[config.mk]
export PLATFORM = sky130hd
export DESIGN_NAME = pwm_peripheral
export DESIGN_NICKNAME = d
export VERILOG_FILES = /design/src/rtl/pwm_pkg.sv /design/src/rtl/pwm_tick_gen.sv /design/src/rtl/pwm_peripheral.sv
export SDC_FILE = /design/constraint.sdc
export NUM_CORES = 1
export LEC_CHECK = 0
export CORE_MARGIN = 5
export CORE_UTILIZATION = 35
export DETAILED_ROUTE_END_ITERATION = 8
export RECOVER_POWER = 100
export SYNTH_ARGS = -nofsm -noshare
export SYNTH_HDL_FRONTEND = slang
export SYNTH_SLANG_ARGS = --single-unit
[constraint.sdc]
create_clock -name clk -period 5.1 [get_ports clk]
set_clock_uncertainty 0.2 [all_clocks]
set_input_delay 1.275 -clock clk [delete_from_list [all_inputs] [get_ports clk]]
set_output_delay 1.275 -clock clk [all_outputs]
set_load 0.02 [all_outputs]
[src/rtl/pwm_pkg.sv]
// Shared constants and the per-bit output select for the PWM peripheral.
// Pure definitions: no state, no latency.
package pwm_pkg;

    localparam int          NUM_OUT          = 16;
    localparam int          PWM_PERIOD_TICKS = 255;
    localparam logic [7:0]  PWM_CNT_MAX      = 8'd254;
    localparam logic [7:0]  DUTY_FULL        = 8'hFF;
    localparam int          DEFAULT_CLK_DIV  = 3000;

    // Disabled bits are forced low; enabled non-PWM bits are static high.
    function automatic logic [NUM_OUT-1:0] out_select(
        input logic [NUM_OUT-1:0] en_out,
        input logic [NUM_OUT-1:0] en_pwm,
        input logic               pwm_raw
    );
        logic [NUM_OUT-1:0] sel;
        sel = '0;
        for (int i = 0; i < NUM_OUT; i++) begin
            if (!en_out[i])
                sel[i] = 1'b0;
            else if (!en_pwm[i])
                sel[i] = 1'b1;
            else
                sel[i] = pwm_raw;
        end
        return sel;
    endfunction

endpackage

[src/rtl/pwm_tick_gen.sv]
// Prescaler: emits a combinational one-clk tick every CLK_DIV clocks.
// Latency: first tick CLK_DIV-1 clocks after reset release; tick is combinational from the count.
// Backpressure: none, free-running.
module pwm_tick_gen #(
    parameter int CLK_DIV = 3000
) (
    input  logic clk,
    input  logic rst,
    output logic tick
);

    localparam int               DIV_W = (CLK_DIV > 1) ? $clog2(CLK_DIV) : 1;
    localparam logic [DIV_W-1:0] LAST  = DIV_W'(CLK_DIV - 1);

    logic [DIV_W-1:0] prescaler;

    always_ff @(posedge clk) begin
        if (rst)
            prescaler <= '0;
        else if (prescaler == LAST)
            prescaler <= '0;
        else
            prescaler <= prescaler + 1'b1;
    end

    assign tick = (prescaler == LAST);

endmodule

[src/rtl/pwm_peripheral.sv]
// Drives 16 outputs low, static high, or from one shared 8-bit PWM waveform.
// Latency: enables reach out 1 clk later; duty takes effect only at the next period boundary.
// Backpressure: none; config inputs are level-sampled every clock.
module pwm_peripheral
    import pwm_pkg::*;
#(
    parameter int CLK_DIV = DEFAULT_CLK_DIV
) (
    input  logic        clk,
    input  logic        rst,
    input  logic [7:0]  en_reg_out_7_0,
    input  logic [7:0]  en_reg_out_15_8,
    input  logic [7:0]  en_reg_pwm_7_0,
    input  logic [7:0]  en_reg_pwm_15_8,
    input  logic [7:0]  pwm_duty_cycle,
    output logic [15:0] out,
    output logic        pwm_period_start
);

    logic               tick;
    logic [7:0]         pwm_cnt;
    logic [7:0]         duty_shadow;
    logic               period_wrap;
    logic               pwm_raw;
    logic [NUM_OUT-1:0] en_out;
    logic [NUM_OUT-1:0] en_pwm;
    logic [NUM_OUT-1:0] out_nxt;

    pwm_tick_gen #(
        .CLK_DIV (CLK_DIV)
    ) u_tick_gen (
        .clk  (clk),
        .rst  (rst),
        .tick (tick)
    );

    assign en_out      = {en_reg_out_15_8, en_reg_out_7_0};
    assign en_pwm      = {en_reg_pwm_15_8, en_reg_pwm_7_0};
    assign period_wrap = tick && (pwm_cnt == PWM_CNT_MAX);

    // Full-scale duty is special-cased so 0xFF has no one-tick low gap.
    assign pwm_raw = (duty_shadow == DUTY_FULL) || (pwm_cnt < duty_shadow);
    assign out_nxt = out_select(en_out, en_pwm, pwm_raw);

    always_ff @(posedge clk) begin
        if (rst) begin
            pwm_cnt          <= '0;
            duty_shadow      <= '0;
            pwm_period_start <= 1'b0;
            out              <= '0;
        end else begin
            if (period_wrap) begin
                pwm_cnt     <= '0;
                duty_shadow <= pwm_duty_cycle;
            end else if (tick) begin
                pwm_cnt <= pwm_cnt + 1'b1;
            end
            pwm_period_start <= period_wrap;
            out              <= out_nxt;
        end
    end

endmodule

Word level (Yosys, flattened, before mapping)

Cells that the tools add are included.

Input port bits: 42
Word-level logic and storage cells: 78
Register bits after elaboration: 45

Add/sub/neg operators: 2
Mux-type cells: 16
Equality and inequality tests: 3
$lt $le $gt $ge: 1
Reduce and logical (&&, ||, !) cells: 20
Bitwise gates (word level): 16

Operators by type and width:

| cell                  | number |
|---|---|
| $reduce_or 2->1       | 18 |
| $eq 8x8->1 const B    | 2 |
| $mux 1                | 16 |
| $not 1->1             | 16 |
| $add 12x1->12 const B | 1 |
| $eq 12x12->1 const B  | 1 |
| $add 8x1->8 const B   | 1 |
| $lt 8x8->1            | 1 |
| $logic_and 1x1->1     | 1 |
| $logic_or 1x1->1      | 1 |

Logic depth before layout (Yosys ltp)

Depth after elaboration: 3
Gate-level depth with buffers: 7
Depth with buffers taken out: 6

By module

A second synthesis with hierarchy kept.

Cells, all modules: 207
Area, all modules: 2005.7 um^2

By module, submodules not included:

| module         | area an instance (um^2) | cells an instance | times used | sequential area each (um^2) |
|---|---|---|---|---|
| pwm_peripheral | 1452.6                  | 146               | 1          | 660.6 |
| pwm_tick_gen   | 553.0                   | 61                | 1          | 240.2 |

Worst setup path before layout

No wires, ideal clock.

Path type: register to register
Start: reg u_tick_gen.prescaler[0]
End: reg pwm_cnt[5]
Arrival time: 2088 ps
Stages on the path, launching flop included: 7
Setup slack: 2744 ps
Setup time: 68 ps
Required time: 4832 ps
Cells stage by stage: dfxtp_1 ha_1 or3b_1 or4_1 buf_2 or4_4 a21oi_2

Longest elaborated chain between the ends: 3

RTL lines:

| element                          | RTL line             | text |
|---|---|---|
| start, declared                  | pwm_tick_gen.sv:15   | `logic [DIV_W-1:0] prescaler;` |
| start signal, assigned           | pwm_tick_gen.sv:23   | `prescaler <= prescaler + 1'b1;` |
| $eq 12x12->1 (*)                 | pwm_tick_gen.sv:26   | `assign tick = (prescaler == LAST);` |
| $logic_and 1x1->1                | pwm_peripheral.sv:39 | `assign period_wrap = tick && (pwm_cnt == PWM_CNT_MAX);` |
| $reduce_or 2->1 (no source line) | -                    |  |
| end signal, assigned             | pwm_peripheral.sv:56 | `pwm_cnt <= pwm_cnt + 1'b1;` |
| end, declared                    | pwm_peripheral.sv:21 | `logic [7:0] pwm_cnt;` |

Mark *: on every way between the ends. The rest lies on a longest branch, timed or not.
A chain may end at the register's enable or synchronous reset.

Final worst setup path

Start: reg u_tick_gen.prescaler[0]
End: reg duty_shadow[7]

Longest elaborated chain between the ends: 2

RTL lines:

| element              | RTL line             | text |
|---|---|---|
| $eq 12x12->1         | pwm_tick_gen.sv:26   |  |
| $logic_and 1x1->1    | pwm_peripheral.sv:39 |  |
| end signal, assigned | pwm_peripheral.sv:54 | `duty_shadow <= pwm_duty_cycle;` |
| end, declared        | pwm_peripheral.sv:22 | `logic [7:0] duty_shadow;` |

Every way passes these cells.

==> qor.csv <==
stage,metric,value,unit
status,status,"complete, but fails checks",
status,violations,"capacitance limit, slew limit",
synthesis,synth_cell_types,36,
synthesis,ys.flop_type,dfxtp_1,
routing,ant_nets,0,
routing,drt_pass1_iterations,4,
synthesis,netlist.area_leader.share,45.37,%
clocking,cts_hold_buf,0,
sta,fin_crit_sh,61.59,%
placement,routabilityCongestion,0.7273,
worst_setup_path,r2r-start,u_tick_gen.prescaler[0]$_SDFF_PP0_,
floorplan,die_h,85.32,um
sta,slew_headroom,-21.82,%
finish,diodes,0,
clocking,cts_resized,0,
worst_setup_path,crit_start,u_tick_gen.prescaler[0]$_SDFF_PP0_,
grt,grt_pass1_wl,7603,um
worst_setup_path,cpPeakStageDelay,1.37,ns
clocking,htreeDepth,2,
routing,avgViaCountPerCell,4.895,
clocking,cts_setup_buffers,0,
floorplan,start_util,36.06,%
routing,routedWlPerCell,12.86,um
grt,grt_pass1_vias,1684,
routing,drt_drc_violations_left,0,
worst_setup_path,ff2ff_setup_slack,1.96,ns
sta,slew_violations,13,
routing,routed_wl,4526,um
floorplan,die_area,0.007280,mm2
sta,min_period,3.141,ns
synthesis,synth_common_cells,"dfxtp_1 (45), a21oi_1 (28), nor2_1 (21)",
synthesis,yosysSeqAreaShare,45.37,%
clocking,cts-buffers-inserted,5,
worst_setup_path,required,5.12,ns
flow_run,drv_cap,1,
worst_setup_path,worstPathCellList,ha_1 -> or3b_1 -> nor4_1 -> nand4_1 -> a21oi_1,
clocking,cts_tree,built,
synthesis,yosys-top-cells-area,"dfxtp_1 (45%), a21oi_1 (7.1%), ha_1 (6.3%), nand2b_1 (5.7%), xnor2_1 (5.3%)",
synthesis,syn_nets,277,
worst_setup_path,crit_end,duty_shadow[7]$_SDFFE_PP0P_,
floorplan,core_area,0.005507,mm2
routing,drtIter0Drc,59,
sta,rsz0062_at_grt,false,
floorplan,ioPinCount,59,
sta,hold_viol_final,0,
worst_setup_path,criticalPathCategory,flop to flop,
synthesis,avgSynthCellArea,8.825,um2
hold_path,hold_class,flop to flop,
placement,post_dp_cell_area,0.002631,mm2
worst_setup_path,cp.arrival,3.16,ns
placement,place.port_buffers,58,
worst_setup_path,ff2ff_path_depth,5,
sta,clock.fmax,318.4,MHz
grt,gr-total-overflow,0,
power_and_ir_drop,power_density,236.4,mW/mm2
finish,postLayoutCellArea,0.002711,mm2
synthesis,async_reset_ff_share,0,%
synthesis,synth_cells,225,
worst_setup_path,crit-reg2reg-capture,duty_shadow[7]$_SDFFE_PP0P_,
clocking,clock_sinks,45,
floorplan,rows,27,
sta,setup_viol,0,
synthesis,synth_area_leader_cell,dfxtp_1,
synthesis,ys_warn_count,0,
sta,tightest_slew,1.811,ns
worst_setup_path,crit_fanout,12,
worst_setup_path,cp-end-kind,flop,
routing,vias,1723,
grt,gr-usage-all-layers,12.76,%
synthesis,synth_area,0.001986,mm2
grt,antenna_found_initial,0,
power_and_ir_drop,p_leak,0.0009517,uW
clocking,path_clk_slew,0.08,ns
finish,synthToLayoutAreaGrowth,36.55,%
synthesis,ys_ff_latch,45,
finish,drive_gt1_share,3.214,%
worst_setup_path,startpoint_type,flop,
worst_setup_path,crit_path_top_delay_cell,nor4_1,
clocking,cts-root-buf,clkbuf_8,
clocking,worstSkewPairLatency,0.29,ns
synthesis,synth.most_common_cell,dfxtp_1,
clocking,cts.path.max_buffers,2,
power_and_ir_drop,peakVddDrop,103.0,uV
finish,nNetsFinal,332,
floorplan,fp.dieW,85.32,um
grt,grt_max_degree,29,
sta,tns,0,ns
synthesis,synth_edf_count,0,
placement,dp_hpwl,3391,um
-- where the power goes --
group | total, uW | switching (uW) | internal [uW] | leakage (uW)
registers | 361 | 2.89 | 358 | 0.000366
clock network | 217 | 109 | 108 | 0.0000443
logic | 62.9 | 22.4 | 40.5 | 0.000542
-- area by class of cell --
type | instances | area [um2]
multi-input combinational | 157 | 1005
sequential | 45 | 900.9
fill | 554 | 2795
timing repair buffer | 58 | 580.6
clock buffer | 7 | 86.33
inverter | 13 | 48.80
tap | 72 | 90.09
-- through the flow --
| stage | setup WS (ns) | cells | hold slack (ns) | utilization, % | power [uW] |
|---|---|---|---|---|---|
| CTS | 2.148 | 352 | 0.2768 | 49.35 | 653.2 |
| global route | 1.678 | 352 | 0.3158 | 49.24 | 670.1 |
| floorplan | 2.744 | 225 | 0.2295 | - | 390.4 |
| detailed placement | 1.838 | 345 | 0.2598 | 47.78 | 435.3 |
| finish | 1.959 | 352 | 0.2680 | 49.24 | 640.9 |
| global placement | 1.878 | 345 | 0.2406 | 47.78 | 434.4 |
-- layer usage --
metal  track usage (%)  share of wire, %  up-vias  wire (um)
met1             14.94                44      765       1992
met4             3.022              0.53        0         24
met3             6.796                11        4        488
met5                 0                 0        -          0
met2             20.55                45       47       2021
li1                  -                 -      907          -
-- cells in the final DEF (no fill, tap or decap), drive strengths merged, types with 6 or more instances in the layout --
cell,netlist,layout
o21ai,11,11
inv,13,13
clkbuf,9,7
dfxtp,45,45
a21oi,29,29
nand4,14,14
xnor2,12,12
nand2b,18,18
dlygate4sd3,0,18
clkdlybuf4s50,0,40
ha,10,10
nand3,6,6
nor2,21,21
-- critical path: cells and delay by family, from the launching register on --
| kind | cells | cell delay, ns |
|---|---|---|
| AOI/OAI and AO/OA | 1 | 0.22 |
| adders and majority gates | 1 | 0.25 |
| DFF | 1 | 0.37 |
| and+or+nand+nor | 3 | 2.03 |
-- sequential cells by signal (all words and copies together), names as in the netlist --
name and count:
duty_shadow 8, out 16, pwm_cnt 8, pwm_period_start 1, u_tick_gen.prescaler 12
-- how the worst min path moves through the flow --
stage               depth (start not counted)                               start                                  to
global placement                            1  u_tick_gen.prescaler[0]$_SDFF_PP0_  u_tick_gen.prescaler[0]$_SDFF_PP0_
finish                                      1  u_tick_gen.prescaler[0]$_SDFF_PP0_  u_tick_gen.prescaler[0]$_SDFF_PP0_
global route                                1  u_tick_gen.prescaler[0]$_SDFF_PP0_  u_tick_gen.prescaler[0]$_SDFF_PP0_
CTS                                         1  u_tick_gen.prescaler[0]$_SDFF_PP0_  u_tick_gen.prescaler[0]$_SDFF_PP0_
detailed placement                          1  u_tick_gen.prescaler[0]$_SDFF_PP0_  u_tick_gen.prescaler[0]$_SDFF_PP0_
floorplan                                   1  u_tick_gen.prescaler[0]$_SDFF_PP0_  u_tick_gen.prescaler[0]$_SDFF_PP0_
-- kinds of logic after synthesis --
kind of cell    share of synthesized area [%]
compound gates                          14.30
xor+xnor                                5.734
fa+ha+maj                               6.301
buf+inv                                 4.411
flops                                   45.37
simple gates                            23.88
No activity file was read; power rests on OpenSTA's default activity.
